File: config.mk
export PLATFORM = sky130hd
export DESIGN_NAME = reg_demux_1x8
export DESIGN_NICKNAME = d
export VERILOG_FILES = /design/src/rtl/reg_demux_1x8.sv
export SDC_FILE = /design/constraint.sdc
export NUM_CORES = 1
export LEC_CHECK = 0
export BUFFER_PORTS_ARGS = -buffer_cell sky130_fd_sc_hd__buf_2
export CORE_ASPECT_RATIO = 2
export CORE_MARGIN = 2
export CORE_UTILIZATION = 55
export CTS_BUF_LIST = sky130_fd_sc_hd__clkbuf_8
export DETAILED_ROUTE_END_ITERATION = 10
export PLACE_DENSITY_LB_ADDON = 0.08
export SETUP_SLACK_MARGIN = 0.5
export SLEW_MARGIN = 0
export SYNTH_ARGS = -nofsm -noshare
export SYNTH_HDL_FRONTEND = slang
export SYNTH_SLANG_ARGS = --single-unit
File: constraint.sdc
create_clock -name Clk -period 3.39 [get_ports Clk]
set_input_delay 0.1695 -clock Clk [delete_from_list [all_inputs] [get_ports Clk]]
set_output_delay 0.1695 -clock Clk [all_outputs]
set_load 0.005 [all_outputs]
File: src/rtl/reg_demux_1x8.sv
// reg_demux_1x8: buffers {select, data} words in a small FIFO and delivers
// the head word to one of eight held channel registers (A..H) through a
// per-channel valid/ready handshake. Delivery is strictly in order.
module reg_demux_1x8 #(
  parameter int DEPTH = 2  // buffer entries, 2 or 4
) (
  input  logic       Clk,
  input  logic       Reset_n,
  input  logic [7:0] InData,
  input  logic       Select0,
  input  logic       Select1,
  input  logic       Select2,
  input  logic       InValid,
  output logic       InReady,
  output logic [7:0] OutBus,
  output logic [7:0] OutValid,
  input  logic [7:0] OutReady,
  output logic [7:0] OutA,
  output logic [7:0] OutB,
  output logic [7:0] OutC,
  output logic [7:0] OutD,
  output logic [7:0] OutE,
  output logic [7:0] OutF,
  output logic [7:0] OutG,
  output logic [7:0] OutH
);

  localparam int PTR_W = $clog2(DEPTH);
  localparam int CNT_W = PTR_W + 1;
  localparam logic [CNT_W-1:0] DEPTH_C  = CNT_W'(DEPTH);
  localparam logic [PTR_W-1:0] PTR_LAST = PTR_W'(DEPTH - 1);

  // Buffer entry layout: {select[2:0], data[7:0]}
  logic [10:0]      mem_q [DEPTH];
  logic [10:0]      mem_d [DEPTH];
  logic [PTR_W-1:0] wr_ptr_q, wr_ptr_d;
  logic [PTR_W-1:0] rd_ptr_q, rd_ptr_d;
  logic [CNT_W-1:0] count_q, count_d;
  logic             in_ready_q, in_ready_d;
  logic [7:0]       ch_q [8];
  logic [7:0]       ch_d [8];

  logic [2:0] head_sel;
  logic [7:0] head_data;
  logic       not_empty;
  logic       push;
  logic       pop;

  assign not_empty             = (count_q != '0);
  assign {head_sel, head_data} = mem_q[rd_ptr_q];
  // InReady is a flop, so push never depends combinationally on OutReady.
  assign push                  = InValid & in_ready_q;
  // Only the ready bit of the channel the head is addressed to matters.
  assign pop                   = not_empty & OutReady[head_sel];

  assign InReady = in_ready_q;
  assign OutBus  = not_empty ? head_data : 8'h00;

  // One-hot destination decode of the head entry, all zero when empty.
  for (genvar gi = 0; gi < 8; gi++) begin : g_valid
    assign OutValid[gi] = not_empty & (head_sel == 3'(gi));
  end

  assign OutA = ch_q[0];
  assign OutB = ch_q[1];
  assign OutC = ch_q[2];
  assign OutD = ch_q[3];
  assign OutE = ch_q[4];
  assign OutF = ch_q[5];
  assign OutG = ch_q[6];
  assign OutH = ch_q[7];

  // Next-state: buffer write, pointer wrap, occupancy and channel update.
  always_comb begin
    mem_d    = mem_q;
    wr_ptr_d = wr_ptr_q;
    rd_ptr_d = rd_ptr_q;
    count_d  = count_q;
    ch_d     = ch_q;

    if (push) begin
      mem_d[wr_ptr_q] = {Select2, Select1, Select0, InData};
      wr_ptr_d        = (wr_ptr_q == PTR_LAST) ? '0 : wr_ptr_q + 1'b1;
    end

    if (pop) begin
      ch_d[head_sel] = head_data;
      rd_ptr_d       = (rd_ptr_q == PTR_LAST) ? '0 : rd_ptr_q + 1'b1;
    end

    case ({push, pop})
      2'b10:   count_d = count_q + 1'b1;
      2'b01:   count_d = count_q - 1'b1;
      default: count_d = count_q;
    endcase

    // Registered so InReady is 0 throughout reset and rises on the first edge.
    in_ready_d = (count_d < DEPTH_C);
  end

  // State registers; reset discards buffered words and clears all channels.
  always_ff @(posedge Clk or negedge Reset_n) begin
    if (!Reset_n) begin
      wr_ptr_q   <= '0;
      rd_ptr_q   <= '0;
      count_q    <= '0;
      in_ready_q <= 1'b0;
      for (int i = 0; i < DEPTH; i++) mem_q[i] <= '0;
      for (int i = 0; i < 8; i++) ch_q[i] <= '0;
    end else begin
      wr_ptr_q   <= wr_ptr_d;
      rd_ptr_q   <= rd_ptr_d;
      count_q    <= count_d;
      in_ready_q <= in_ready_d;
      mem_q      <= mem_d;
      ch_q       <= ch_d;
    end
  end

endmodule

==> results of run 1 <==
-- cell families (layout without fill, tap and decap cells) --
| logic type | after synthesis | count (layout) |
|---|---|---|
| buf+inv | 18 | 130 |
| mux | 32 | 32 |
| flops | 91 | 91 |
| compound gates | 81 | 81 |
| xor+xnor | 4 | 4 |
| fa+ha+maj | 1 | 1 |
| simple gates | 102 | 102 |
-- final cells by class --
cell class              count  area share (%)
repair buffers            110            12.7
inverters                   5           0.417
multi-input cells         220            28.8
clock buffers              10            3.06
well taps                  88            2.45
flip-flops and latches     91            50.7
clock inverters             5            1.89
-- per-layer routing --
layer	routed length [um]	up-vias
li1	-	1362
met1	3580	1303
met2	4390	112
met3	598	18
met4	233	0
met5	0	-
-- worst max path at each step --
stage / slack, ns / end / startpoint
floorplan: 1.19 / InReady / rd_ptr_q
finish: 0.91 / InReady / rd_ptr_q
detailed placement: 0.72 / InReady / rd_ptr_q
CTS: 0.65 / InReady / rd_ptr_q
global placement: 0.79 / InReady / rd_ptr_q
global route: 0.76 / InReady / rd_ptr_q
-- power groups by stage --
| stage | clock network [mW] | logic, mW | registers [mW] |
|---|---|---|---|
| after CTS | 0.831 | 2.16 | 1.91 |
| after global placement | 0 | 2.08 | 1.90 |
| after floorplan | 0 | 1.24 | 1.86 |
| after global routing | 0.872 | 2.38 | 1.97 |
| final | 0.821 | 2.13 | 1.91 |
| after detailed placement | 0 | 2.14 | 1.92 |
-- sequential cells by signal (all words and copies together), names as in the netlist, named ones only --
name,cells
mem_q,22
OutA,8
OutE,8
InReady,1
OutB,8
OutC,8
OutF,8
count_q,1
OutD,8
OutG,8
OutH,8
rd_ptr_q,1
wr_ptr_q,1
-- synthesized netlist by cell type (all sizes together) --
| master | count |
|---|---|
| or4 | 1 |
| o32a | 1 |
| xor2 | 2 |
| nor2 | 21 |
| o22a | 1 |
| o21ai | 67 |
| o32ai | 1 |
| a22o | 1 |
| buf | 9 |
| dfrtp | 91 |
| o221a | 1 |
| nand3 | 6 |
| xnor2 | 2 |
| ha | 1 |
| mux2i | 9 |
| a2bb2oi | 1 |
| nand2b | 2 |
| a222oi | 1 |
| nand2 | 69 |
| inv | 5 |
| o22ai | 1 |
| clkbuf | 4 |
| mux2 | 23 |
| or2 | 1 |
| o31a | 1 |
| o21a | 3 |
| o2111ai | 2 |
| nand3b | 2 |
-- what timing repair did --
item / 4_1_cts / 5_1_grt
setup endpoints to repair: 0 / 1
hold buffers: 0 / 0
resized for setup: 0 / 1
-- critical path: stages, from the launching register on --
cell	delay [ns]
dfrtp_2	0.67
nand2_1	0.15
o22ai_1	0.35
a222oi_1	0.18
a22o_1	0.30
ha_1	0.33
nor2_1	0.14
xor2_1	0.19
inv_1	0.07
==> impl_metrics.env, run 1 <==
export IMPL_holdWs_ns=-0.0271
export IMPL_hold_viol=6
export IMPL_grt_antenna_before_repair=0
export IMPL_grt_util_met2_pct=39.8
export IMPL_coreArea_mm2=0.00652
export IMPL_synth_adder_area_share_pct=0.342
export IMPL_grt_busiest_layer="met2"
export IMPL_die_y_um=119
export IMPL_synth_seq_cells=91
export IMPL_use_met1_pct=35.2
export IMPL_drive_gt1_share_pct=35.1
export IMPL_setup_violations=0
export IMPL_reg2reg_to="InReady"
export IMPL_layout_commonest_cell="buf_2"
export IMPL_synth_top_family_by_area="compound AO/OA/AOI/OAI gates"
export IMPL_netlist_area_mm2=0.00366
export IMPL_worstSetupStartpointType="flip-flop"
export IMPL_grt_max_degree=92
export IMPL_final_cells=529
export IMPL_ff2ff_setup_slack_ns=0.91
export IMPL_p_switching_mw=1.91
export IMPL_swShare_pct=39.3
export IMPL_finalCritPeriodShare_pct=73.3
export IMPL_synthToLayoutAreaGrowth_pct=23.0
export IMPL_layout_setup_ws_ns=0.905
export IMPL_ff_latch_area_mm2=0.00228
export IMPL_dr_total_vias=2795
export IMPL_drv_slew=0
export IMPL_grt_overflow=0
export IMPL_drv_cap=0
export IMPL_cp_max_fo=21
export IMPL_wire_per_inst_um=16.6
export IMPL_drtIter0Drc=148
export IMPL_dpl_cell_count=514
export IMPL_arrival_ns=2.74
export IMPL_power_density_mw_per_mm2=1080
export IMPL_power_frac_clock_pct=16.9
export IMPL_wl_mm=8.81
export IMPL_ir_worst_vdd_v=0.000573
export IMPL_syn_area_per_cell_um2=11.1
export IMPL_antenna_cells=0
export IMPL_via_per_inst=5.28
export IMPL_cts_sinks=91
export IMPL_final_area_mm2=0.00450
export IMPL_post_route_util_pct=69.0
export IMPL_firstDrtPassIters=5
export IMPL_clockBufferDepth=2
export IMPL_die_area_mm2=0.00736
export IMPL_seqPwrFrac_pct=39.3
export IMPL_clock_fmax_ghz=0.402
export IMPL_detail_route_antenna_nets=0
export IMPL_dp_slack_ns=0.716
export IMPL_h_tree_depth=3
export IMPL_seq_area_frac_synth_pct=62.3
export IMPL_hold_path_class="in2async"
export IMPL_grt_pass1_wl_mm=14.0
export IMPL_multi_input_area_mm2=0.00129
export IMPL_cts_tree="yes"
export IMPL_ff2ff_path_depth=8
export IMPL_grt_util_all_layers_pct=26.4
export IMPL_syn_num_nets=352
export IMPL_die_w_um=61.7
export IMPL_clkTransAtPathRegs_ns=0.09
export IMPL_synth_area_leader_cell="dfrtp_1"
export IMPL_fin_total_pwr_mw=4.86
export IMPL_fp_row_count=42
export IMPL_rsz0062_at_grt="no"
export IMPL_cts_root_buffer="clkbuf_8"
export IMPL_initial_core_util_pct=56.1
export IMPL_tns_ns=0
export IMPL_synth_cells=329
export IMPL_synth_cell_types=33
export IMPL_grt_pass1_vias=2793
export IMPL_p_leak_nw=2.29
export IMPL_r2r_start="rd_ptr_q"
export IMPL_ys_warn_count=0
export IMPL_status="finished with violations"
export IMPL_synthDominantCellAreaShare_pct=62.3
export IMPL_p_comb_share_pct=43.8
export IMPL_synth_xor_area_share_pct=0.958
export IMPL_nFillCells=554
export IMPL_gp_congestion=0.882
export IMPL_grtUsageMet3_pct=6.41
export IMPL_placed_cell_area_mm2=0.00427
export IMPL_violations="negative hold slack"
export IMPL_io_pins=103
export IMPL_cts_buffers_inserted=9
export IMPL_fin_nets=460
export IMPL_required_ns=3.64
export IMPL_synthSimpleGateAreaFrac_pct=11.5
export IMPL_p_int_mw=2.95
export IMPL_fin_crit_ns=2.48
export IMPL_dp_hpwl_mm=6.13
export IMPL_clock_skew_ns=0.0125
export IMPL_tightest_slew_ns=1.12
export IMPL_clk_latency_ns=0.37
export IMPL_crit_path_end_kind="flip-flop"
export IMPL_max_slew_margin_pct=25.6
export IMPL_netlist_top_cells_area="dfrtp_1, o21ai_1, nand2_1, mux2_2, mux2i_1"
export IMPL_drc=0
export IMPL_layout_common_cells="buf_2, dfrtp_1, nand2_1"
export IMPL_synthMuxAreaShare_pct=9.65
export IMPL_cts_setup_buffers=0
export IMPL_critPathKind="reg2reg"
export IMPL_synth_compound_area_share_pct=13.0
export IMPL_io_buffers=102
Note: power is estimated with default switching activity, not from simulation.
==> run 2: changes to the inputs <==
--- a/config.mk
+++ b/config.mk
@@ -8,7 +8,7 @@
 export BUFFER_PORTS_ARGS = -buffer_cell sky130_fd_sc_hd__buf_2
 export CORE_ASPECT_RATIO = 2
 export CORE_MARGIN = 2
-export CORE_UTILIZATION = 55
+export CORE_UTILIZATION = 54
 export CTS_BUF_LIST = sky130_fd_sc_hd__clkbuf_8
 export DETAILED_ROUTE_END_ITERATION = 10
 export PLACE_DENSITY_LB_ADDON = 0.08
==> constraint.sdc (replaced) <==
create_clock -name Clk -period 2.3 [get_ports Clk]
set_input_delay 0.115 -clock Clk [delete_from_list [all_inputs] [get_ports Clk]]
set_output_delay 0.115 -clock Clk [all_outputs]
set_load 0.005 [all_outputs]
==> run 2 against run 1 <==
The run now ends clean; worst hold slack improved by 0.15 ns; first-iteration DRC count rose by 33%; sequential share of layout area is 5.1 points lower; largest cell class unchanged.
==> impl_metrics.env, run 2 (synthesis results as in run 1) <==
export IMPL_via_per_inst=5.32
export IMPL_clk_latency_ns=0.36
export IMPL_arrival_ns=2.37
export IMPL_initial_core_util_pct=55.7
export IMPL_wire_per_inst_um=17.0
export IMPL_io_buffers=102
export IMPL_p_leak_nw=2.51
export IMPL_placed_cell_area_mm2=0.00438
export IMPL_finalCritPeriodShare_pct=92.4
export IMPL_fin_nets=500
export IMPL_min_to="wr_ptr_q"
export IMPL_cp_max_fo=2
export IMPL_die_w_um=62.2
export IMPL_cts_tree="yes"
export IMPL_fin_crit_ns=2.13
export IMPL_hold_viol=0
export IMPL_tns_ns=0
export IMPL_hold_path_class="in2reg"
export IMPL_drc=0
export IMPL_path_buf_inv=1
export IMPL_drive_gt1_share_pct=40.0
export IMPL_slowest_delay_ns=0.50
export IMPL_fp_row_count=42
export IMPL_grt_antenna_before_repair=0
export IMPL_ff2ff_path_depth=9
export IMPL_io_pins=103
export IMPL_grt_max_degree=47
export IMPL_clkTransAtPathRegs_ns=0.08
export IMPL_cp_top_family="simple AND/OR/NAND/NOR gates"
export IMPL_cp_slowest_cell="or4_1"
export IMPL_largest_register="mem_q"
export IMPL_grt_overflow=0
export IMPL_path_cells="or4_1 -> o31a_1 -> o221a_1 -> a22o_1 -> ha_4 -> xnor2_2 -> nor2_2 -> xor2_1 -> inv_1"
export IMPL_synthToLayoutAreaGrowth_pct=36.9
export IMPL_post_route_util_pct=76.2
export IMPL_largest_register_ffs=22
export IMPL_ir_worst_vdd_v=0.00112
export IMPL_coreArea_mm2=0.00657
export IMPL_gp_congestion=0.848
export IMPL_clockBufferDepth=2
export IMPL_layout_setup_ws_ns=0.175
export IMPL_cts_root_buffer="clkbuf_8"
export IMPL_grt_pass1_vias=2831
export IMPL_r2r_start="mem_q[19]"
export IMPL_layout_commonest_cell="buf_2"
export IMPL_fin_total_pwr_mw=8.05
export IMPL_whs_path_depth=4
export IMPL_drtIter0Drc=197
export IMPL_max_slew_margin_pct=60.3
export IMPL_tightest_slew_ns=0.596
export IMPL_die_y_um=120
export IMPL_clock_fmax_ghz=0.471
export IMPL_drv_slew=0
export IMPL_drv_cap=0
export IMPL_required_ns=2.55
export IMPL_worstSetupStartpointType="flip-flop"
export IMPL_crit_path_end_kind="flip-flop"
export IMPL_cts_buffers_inserted=9
export IMPL_grt_util_all_layers_pct=25.5
export IMPL_final_cells=570
export IMPL_cts_sinks=91
export IMPL_holdWs_ns=0.122
export IMPL_dp_hpwl_mm=6.32
export IMPL_clock_skew_ns=0.00550
export IMPL_worstHoldStart="InValid"
export IMPL_critPathKind="reg2reg"
export IMPL_wl_mm=9.69
export IMPL_die_area_mm2=0.00749
export IMPL_power_density_mw_per_mm2=1610
export IMPL_setup_violations=0
export IMPL_dpl_cell_count=526
export IMPL_grt_pass1_wl_mm=14.2
export IMPL_antenna_cells=0
export IMPL_firstDrtPassIters=4
export IMPL_detail_route_antenna_nets=0
export IMPL_final_area_mm2=0.00501
export IMPL_reg2reg_to="InReady"
export IMPL_dp_slack_ns=0.0934
export IMPL_h_tree_depth=3
export IMPL_status="complete, no violations"
export IMPL_layout_common_cells="buf_2, dfrtp_1, nand2_1"
export IMPL_rsz0062_at_grt="yes"
export IMPL_ff2ff_setup_slack_ns=0.17
export IMPL_dr_total_vias=3030
run 2: changes by cell type in the layout (fill, tap and decap cells not counted), sizes merged:
cell / before / now
buf: 110 / 136
dlygate4sd3: 0 / 12
o2111ai: 2 / 4
clkinv: 1 / 2
clkinvlp: 1 / 0
inv: 6 / 7
run 2: worst register-to-register path, delay by kind of cell, from the launching register on:
kind,cells,cell delay [ns]
compound gates,3,0.49
xor+xnor,2,0.31
simple gates,2,0.60
buf+inv,1,0.06
fa+ha+maj,1,0.18
flops,1,0.38
run 2: layout make-up:
cell class,instances,area (um^2)
clock buffers,10,138
clock inverters,6,81.3
fillers,498,1560
inverters,5,18.8
multi-input cells,222,1470
flip-flops and latches,91,2280
well taps,88,110
repair buffers,148,908
run 2: worst max path at each step:
stage          cells after the start      start  endpoint
6_report                           9  mem_q[19]   InReady
5_1_grt                            9  mem_q[19]   InReady
4_1_cts                            9  mem_q[19]   InReady
3_5_place_dp                       8   rd_ptr_q   InReady
3_3_place_gp                       9   rd_ptr_q   InReady
2_1_floorplan                      9  mem_q[19]   InReady
run 2: repair_timing:
action / in CTS / in global routing
buffers inserted: 13 / 1
pin swaps: 7 / 2
hold buffers: 12 / 0
endpoints found under the setup margin: 83 / 55
gates resized for setup: 11 / 11
cloned: 0 / 2
hold endpoints to repair: 66 / 0
run 2: where the power goes:
part           leakage [nW]  internal, mW  switching (mW)
logic                  1.25          1.91            2.21
registers              1.14          2.32           0.433
clock network         0.119         0.634           0.535
total                  2.51          4.87            3.18
run 2: routing by layer:
metal | routed length (um) | GRT usage [%] | vias up
li1 | - | - | 1442
met1 | 3610 | 27.5 | 1451
met2 | 5110 | 44.7 | 110
met3 | 383 | 4.65 | 27
met4 | 594 | 17.9 | 0
met5 | 0 | 0 | -
